<file path="src/rtl/freq_count_bcd.sv">
// rtl/freq_count_bcd.sv - edge-count frequency measurement with BCD conversion and load strobe
module freq_count_bcd #(
    parameter int UPDATE_PERIOD = 1200
) (
    input  logic       clk,
    input  logic       reset,
    input  logic       signal,
    output logic [3:0] ten_count,
    output logic [3:0] unit_count,
    output logic       load,
    output logic       overflow
);

    localparam int PW = $clog2(UPDATE_PERIOD);
    localparam logic [PW-1:0] LAST = PW'(UPDATE_PERIOD - 1);

    typedef enum logic [1:0] {COUNT, TENS, LOAD} state_t;

    state_t        state;
    state_t        state_next;
    logic          s1;
    logic          s2;
    logic          sd;
    logic          rise;
    logic [6:0]    edge_count;
    logic [6:0]    edge_count_next;
    logic [PW-1:0] period;
    logic [PW-1:0] period_next;
    logic [3:0]    tens;
    logic [3:0]    tens_next;
    logic [3:0]    ten_next;
    logic [3:0]    unit_next;
    logic          overflow_next;

    assign rise = s2 & ~sd;
    assign load = (state == LOAD);

    always_ff @(posedge clk) begin
        if (reset) begin
            s1 <= 1'b0;
            s2 <= 1'b0;
            sd <= 1'b0;
        end else begin
            s1 <= signal;
            s2 <= s1;
            sd <= s2;
        end
    end

    always_ff @(posedge clk) begin
        if (reset) begin
            state      <= COUNT;
            edge_count <= '0;
            period     <= '0;
            tens       <= '0;
            ten_count  <= '0;
            unit_count <= '0;
            overflow   <= 1'b0;
        end else begin
            state      <= state_next;
            edge_count <= edge_count_next;
            period     <= period_next;
            tens       <= tens_next;
            ten_count  <= ten_next;
            unit_count <= unit_next;
            overflow   <= overflow_next;
        end
    end

    // Display registers are written on the TENS->LOAD transition so the new
    // digits appear in the same cycle as the strobe.
    always_comb begin
        state_next      = state;
        edge_count_next = edge_count;
        period_next     = period;
        tens_next       = tens;
        ten_next        = ten_count;
        unit_next       = unit_count;
        overflow_next   = overflow;
        case (state)
            COUNT: begin
                if (rise && (edge_count != 7'd127)) begin
                    edge_count_next = edge_count + 7'd1;
                end
                if (period == LAST) begin
                    period_next = '0;
                    tens_next   = '0;
                    state_next  = TENS;
                end else begin
                    period_next = period + 1'b1;
                end
            end
            TENS: begin
                if (edge_count >= 7'd10) begin
                    if (tens != 4'd9) begin
                        edge_count_next = edge_count - 7'd10;
                        tens_next       = tens + 4'd1;
                    end else begin
                        ten_next      = tens;
                        unit_next     = 4'd9;
                        overflow_next = 1'b1;
                        state_next    = LOAD;
                    end
                end else begin
                    ten_next      = tens;
                    unit_next     = edge_count[3:0];
                    overflow_next = 1'b0;
                    state_next    = LOAD;
                end
            end
            LOAD: begin
                edge_count_next = '0;
                state_next      = COUNT;
            end
            default: begin
                state_next = COUNT;
            end
        endcase
    end

endmodule

</file>
<file path="config.mk">
export PLATFORM = sky130hd
export DESIGN_NAME = freq_count_bcd
export DESIGN_NICKNAME = d
export VERILOG_FILES = /design/src/rtl/freq_count_bcd.sv
export SDC_FILE = /design/constraint.sdc
export NUM_CORES = 1
export LEC_CHECK = 0
export ABC_AREA = 1
export ABC_CLOCK_PERIOD_IN_PS = 4500
export BUFFER_PORTS_ARGS = -buffer_cell sky130_fd_sc_hd__clkbuf_2
export CAP_MARGIN = 0
export CORE_UTILIZATION = 45
export CTS_BUF_LIST = sky130_fd_sc_hd__clkbuf_8
export DETAILED_ROUTE_END_ITERATION = 16
export GPL_TIMING_DRIVEN = 0
export MAX_ROUTING_LAYER = met4
export PLACE_DENSITY = 0.68
export SLEW_MARGIN = 10
export SYNTH_ARGS = -nofsm -noshare
export SYNTH_HDL_FRONTEND = slang
export SYNTH_SLANG_ARGS = --single-unit
</file>
<file path="constraint.sdc">
create_clock -name clk -period 4.5 [get_ports clk]
set_input_delay 0.225 -clock clk [delete_from_list [all_inputs] [get_ports clk]]
set_output_delay 0.225 -clock clk [all_outputs]
set_load 0.03 [all_outputs]
</file>
-- Word level (Yosys, flattened, before mapping)
Cells that the tools add are included.
- output and inout bits: 10
- register bits: 36
- word-level logic and storage cells: 55
- multiplexer cells: 19
- reductions and logical operators: 8
- add/subtract/negate cells: 4
- equal/unequal tests: 11
- bitwise operators: 2
- $lt $le $gt $ge: 1
- operator list (kind ; number):
    $mux W4 ; 7
    $mux W7 ; 3
    $pmux W7 S3 ; 1
    $add A11 B1 Y11 const B ; 1
    $eq A11 B11 Y1 const B ; 1
    $mux W11 ; 1
    $ne A2 B2 Y1 const B ; 5
    $pmux W4 S2 ; 1
    $reduce_and A4 Y1 ; 2
    $add A7 B1 Y7 const B ; 1
    $ge A7 B4 Y1 const B ; 1
    $ne A7 B7 Y1 const B ; 1
    $sub A7 B4 Y7 const B ; 1
    $mux W2 ; 3
    $add A4 B1 Y4 const B ; 1
    $ne A4 B4 Y1 const B ; 1
    $pmux W2 S2 ; 1
    $reduce_and A2 Y1 ; 2
    $ne A3 B3 Y1 const B ; 1
    $reduce_bool A3 Y1 ; 1
    $eq A2 B1 Y1 const B ; 1
    $eq A2 B2 Y1 const B ; 1
    $logic_not A2 Y1 ; 1
    $mux W1 ; 2
    4 further kinds ; 4

-- Depth between registers and ports, before layout
- depth in word-level cells: 5
- gate-level depth with buffers: 12
- gate-level depth less buffers: 12

-- Worst setup path after synthesis
Ideal clock, no wire load.
- kind: reg2reg
- from: reg edge_count[1]
- to: reg edge_count[3]
- clock period less this slack: 1423 ps
- path slack: 3077 ps
- stages on the path, launching flop included: 12
- library setup time: 113 ps
- required time: 4387 ps
- arrival time: 1310 ps
- cell sequence: dfxtp_1 > inv_1 > ha_1 > inv_1 > nand3_2 > nand3_2 > nand2_2 > nand2_2 > buf_6 > nand3b_1 > nand2_1 > nor2_1
- word-level cells in the longest chain between the ends: 4
- elaborated cells on any way between the ends: 12
- those cells by class: 2 x add/sub; 1 x order compare; 3 x eq/ne; 4 x mux; 2 x reduce/logical
- RTL lines (element ; line ; source):
    from (decl) ; 25 ; logic [6:0] edge_count;
    from (signal assigned) ; 61 ; edge_count <= edge_count_next;
    $sub A7 B4 Y7 or $ne A7 B7 Y1 (tied branches) ; 96, 82 ;
    $mux W7 or $logic_and A1 B1 Y1 (tied branches) ; 95, 82 ;
    $mux W7 or $ne A2 B2 Y1 (tied branches) ; - ;
    $pmux W7 S3 or $reduce_and A4 Y1 (tied branches) ; - ;
Several ways; a longest one is shown, not always the timed one. The select of a mux whose other input is x is not followed.
A chain may end at the register's enable or synchronous reset.

-- Worst setup path after layout
- from: reg edge_count[1]
- to: reg edge_count[5]
Same word-level chain as after synthesis.

==> results.py <==
metrics = {
    "outcome": {
        "status": "complete, no violations",
    },
    "power": {
        "internal_power_mw": 0.534,
        "comb_power_share": 0.297,
        "power_density_nw_per_um2": 361,
        "power_frac_seq": 0.447,
        "p_sw_frac": 0.360,
        "p_sw_mw": 0.300,
        "p_clk_frac": 0.256,
        "leakage_nw": 1.00,
        "ir_drop_mv": 0.242,
    },
    "sta": {
        "rsz0062_at_grt": "no",
        "fmax_mhz": 595,
        "hold_viol": 0,
        "setup_violations": 0,
        "maxSlewViolCount": 0,
        "period_share": 0.374,
        "period_minus_slack_ns": 1.68,
        "finalSetupTns_ns": 0,
        "slew_headroom": 0.649,
        "fin_skew_ns": 0.00805,
        "max_slew.worst_pin.slew_ns": 0.527,
        "fin_ws_ns": 2.82,
    },
    "finish": {
        "layout-drive-gt1-share": 0.139,
        "final_common_cell": "nand2_1",
        "n_antenna_cell": 0,
        "final_cell_mix": "nand2_1 (66), nor2_1 (39), inv_1 (37), dfxtp_1 (36), nand3_1 (30)",
        "fin_nets": 338,
        "area_growth_pct": 9.63,
    },
    "detailed_routing": {
        "vias": 1911,
        "wl_met3_um": 175,
        "wl_mm": 4.51,
        "top_layer_used": "met4",
        "first_pass_iters": 4,
        "via_per_inst": 5.10,
        "wl_met2_mm": 2.09,
        "drtIter0Drc": 95,
        "wl_met1_mm": 2.16,
        "drc": 0,
        "wl_per_cell_um": 12.0,
        "ant_nets": 0,
    },
    "synth": {
        "syn_avg_cell_area_sq_um": 6.93,
        "synth_area_sq_um": 2110,
        "syn_nets": 319,
        "synthTopCellsByArea": "dfxtp_1 (34%), nand2_1 (12%), ha_1 (7.1%)",
        "synth_top_area_share": 0.342,
        "synth.distinct_cells": 35,
        "synth_area_leader_cell": "dfxtp_1",
        "synth_cells": 304,
        "ys_seq_area_frac": 0.342,
        "yosys_warnings": 0,
        "synth-seq-cells": 36,
    },
    "cts": {
        "cts_sinks": 36,
        "cts_root_buf": "clkbuf_8",
        "cts_resized": 0,
        "clk_latency_ns": 0.29,
        "htreeDepth": 2,
        "ctsHoldBuffers": 0,
        "postCtsSetupBuffers": 0,
        "cts_tree": "built",
        "path_clk_slew_ns": 0.07,
        "cts_buffers": 5,
        "clock_path_buffers": 2,
    },
    "floorplanning": {
        "initial_utilization": 0.477,
        "rows": 24,
        "coreArea_sq_um": 4410,
        "die_y_um": 70.4,
        "dieArea_sq_um": 4960,
        "io_pins": 13,
        "die_width_um": 70.4,
    },
    "worst_setup_path": {
        "cp_max_fo": 8,
        "crit_path_start_kind": "flop",
        "arrival_ns": 1.91,
        "cp.required_ns": 4.73,
        "r2r_start": "edge_count[1]",
        "crit_path_end": "edge_count[5]",
        "worstReg2RegEnd": "edge_count[5]",
        "crit_start": "edge_count[1]",
        "endpoint_kind": "flop",
        "r2r_cells": 9,
        "critPathKind": "reg -> reg",
        "regToRegSetupSlack_ns": 2.82,
    },
    "placement": {
        "dp_hpwl_mm": 3.29,
        "gp_congestion": 0.886,
        "port_buffers": 12,
        "dp_slack_ns": 2.82,
    },
    "run": {
        "drv_cap": 0,
    },
    "grt": {
        "grt-ovfl-total": 0,
        "grt_pass1_vias": 1756,
        "grt_pass1_wl_mm": 7.73,
        "grt_max_degree": 11,
        "antenna_found_initial": 0,
        "grt_use_total": 0.204,
    },
    "hold_path": {
        "hold_path.class": "in -> reg",
    },
}
-- power groups by stage --
stage               Clock [mW]  Sequential [mW]  Combinational [mW]
global route             0.241            0.376               0.284
finish                   0.214            0.373               0.247
floorplan                    0            0.386               0.187
detailed placement           0            0.380               0.247
CTS                      0.224            0.373               0.248
global placement             0            0.379               0.244
-- area by class of cell --
type	count	area (sq um)
Fill cell	452	2110
Multi-Input combinational cell	222	1190
Sequential cell	36	721
Inverter	40	153
Clock buffer	5	68.8
Tap cell	52	65.1
Timing Repair Buffer	12	60.1
Buffer	6	46.3
Clock inverter	2	8.76
-- logic make-up (layout without fill, tap and decap cells) --
kind of cell               Yosys count  count (layout)  synth area share
adders and majority gates           12              12            0.0713
AOI/OAI and AO/OA                   49              49             0.130
DFF                                 36              36             0.342
buffers and inverters               46              65            0.0945
and+or+nand+nor                    159             159             0.354
xor gates and xnor gates             2               2           0.00832
-- per-stage QoR --
step	util	instance area (sq um)	power (mW)	hold WS (ns)	cells
6_report	0.523	2310	0.834	0.124	375
5_1_grt	0.523	2310	0.901	0.128	375
4_1_cts	0.523	2310	0.845	0.111	375
3_5_place_dp	0.505	2230	0.627	0.394	368
3_3_place_gp	0.505	2230	0.623	0.392	368
2_1_floorplan	-	2110	0.573	0.332	304
-- synthesized netlist by cell type (all sizes together) --
| master | n |
|---|---|
| nand2 | 75 |
| nor2 | 42 |
| inv | 39 |
| dfxtp | 36 |
| nand3 | 33 |
| a21oi | 28 |
| o21ai | 15 |
| ha | 12 |
| buf | 4 |
| nand4 | 4 |
| a31oi | 2 |
| clkbuf | 2 |
| or2 | 2 |
| a211oi | 1 |
| and2 | 1 |
| clkinv | 1 |
| nand3b | 1 |
| nor3 | 1 |
| o21a | 1 |
| o21bai | 1 |
| o22ai | 1 |
| xnor2 | 1 |
| xor2 | 1 |
-- routing by layer --
layer / track usage / vias up
li1: - / 1013
met3: 0.0592 / 9
met4: 0.0778 / 0
met2: 0.320 / 37
met1: 0.247 / 852
met5: - / -
-- sequential cells by signal (all words and copies together), names as in the netlist --
register,flops
period,11
edge_count,7
ten_count,4
tens,4
unit_count,4
state,2
overflow,1
s1,1
s2,1
sd,1
-- critical path, cell delays in order, from the launching register on --
cell and delay, ns:
dfxtp_1 0.43, inv_1 0.11, ha_1 0.22, inv_1 0.08
nand3_2 0.10, nand4_2 0.14, nand2_4 0.10, nor2_2 0.27
nor2_1 0.07, nor2_1 0.10
-- worst min path at each step --
stage | startpoint | to | slack [ns] | cells past startpoint
after floorplan | signal | s1 | 0.33 | 2
after global placement | s1 | s2 | 0.39 | 2
after detailed placement | s1 | s2 | 0.39 | 2
after CTS | signal | s1 | 0.11 | 3
after global routing | signal | s1 | 0.13 | 3
final | signal | s1 | 0.12 | 3
No activity file was read; power rests on OpenSTA's default activity.
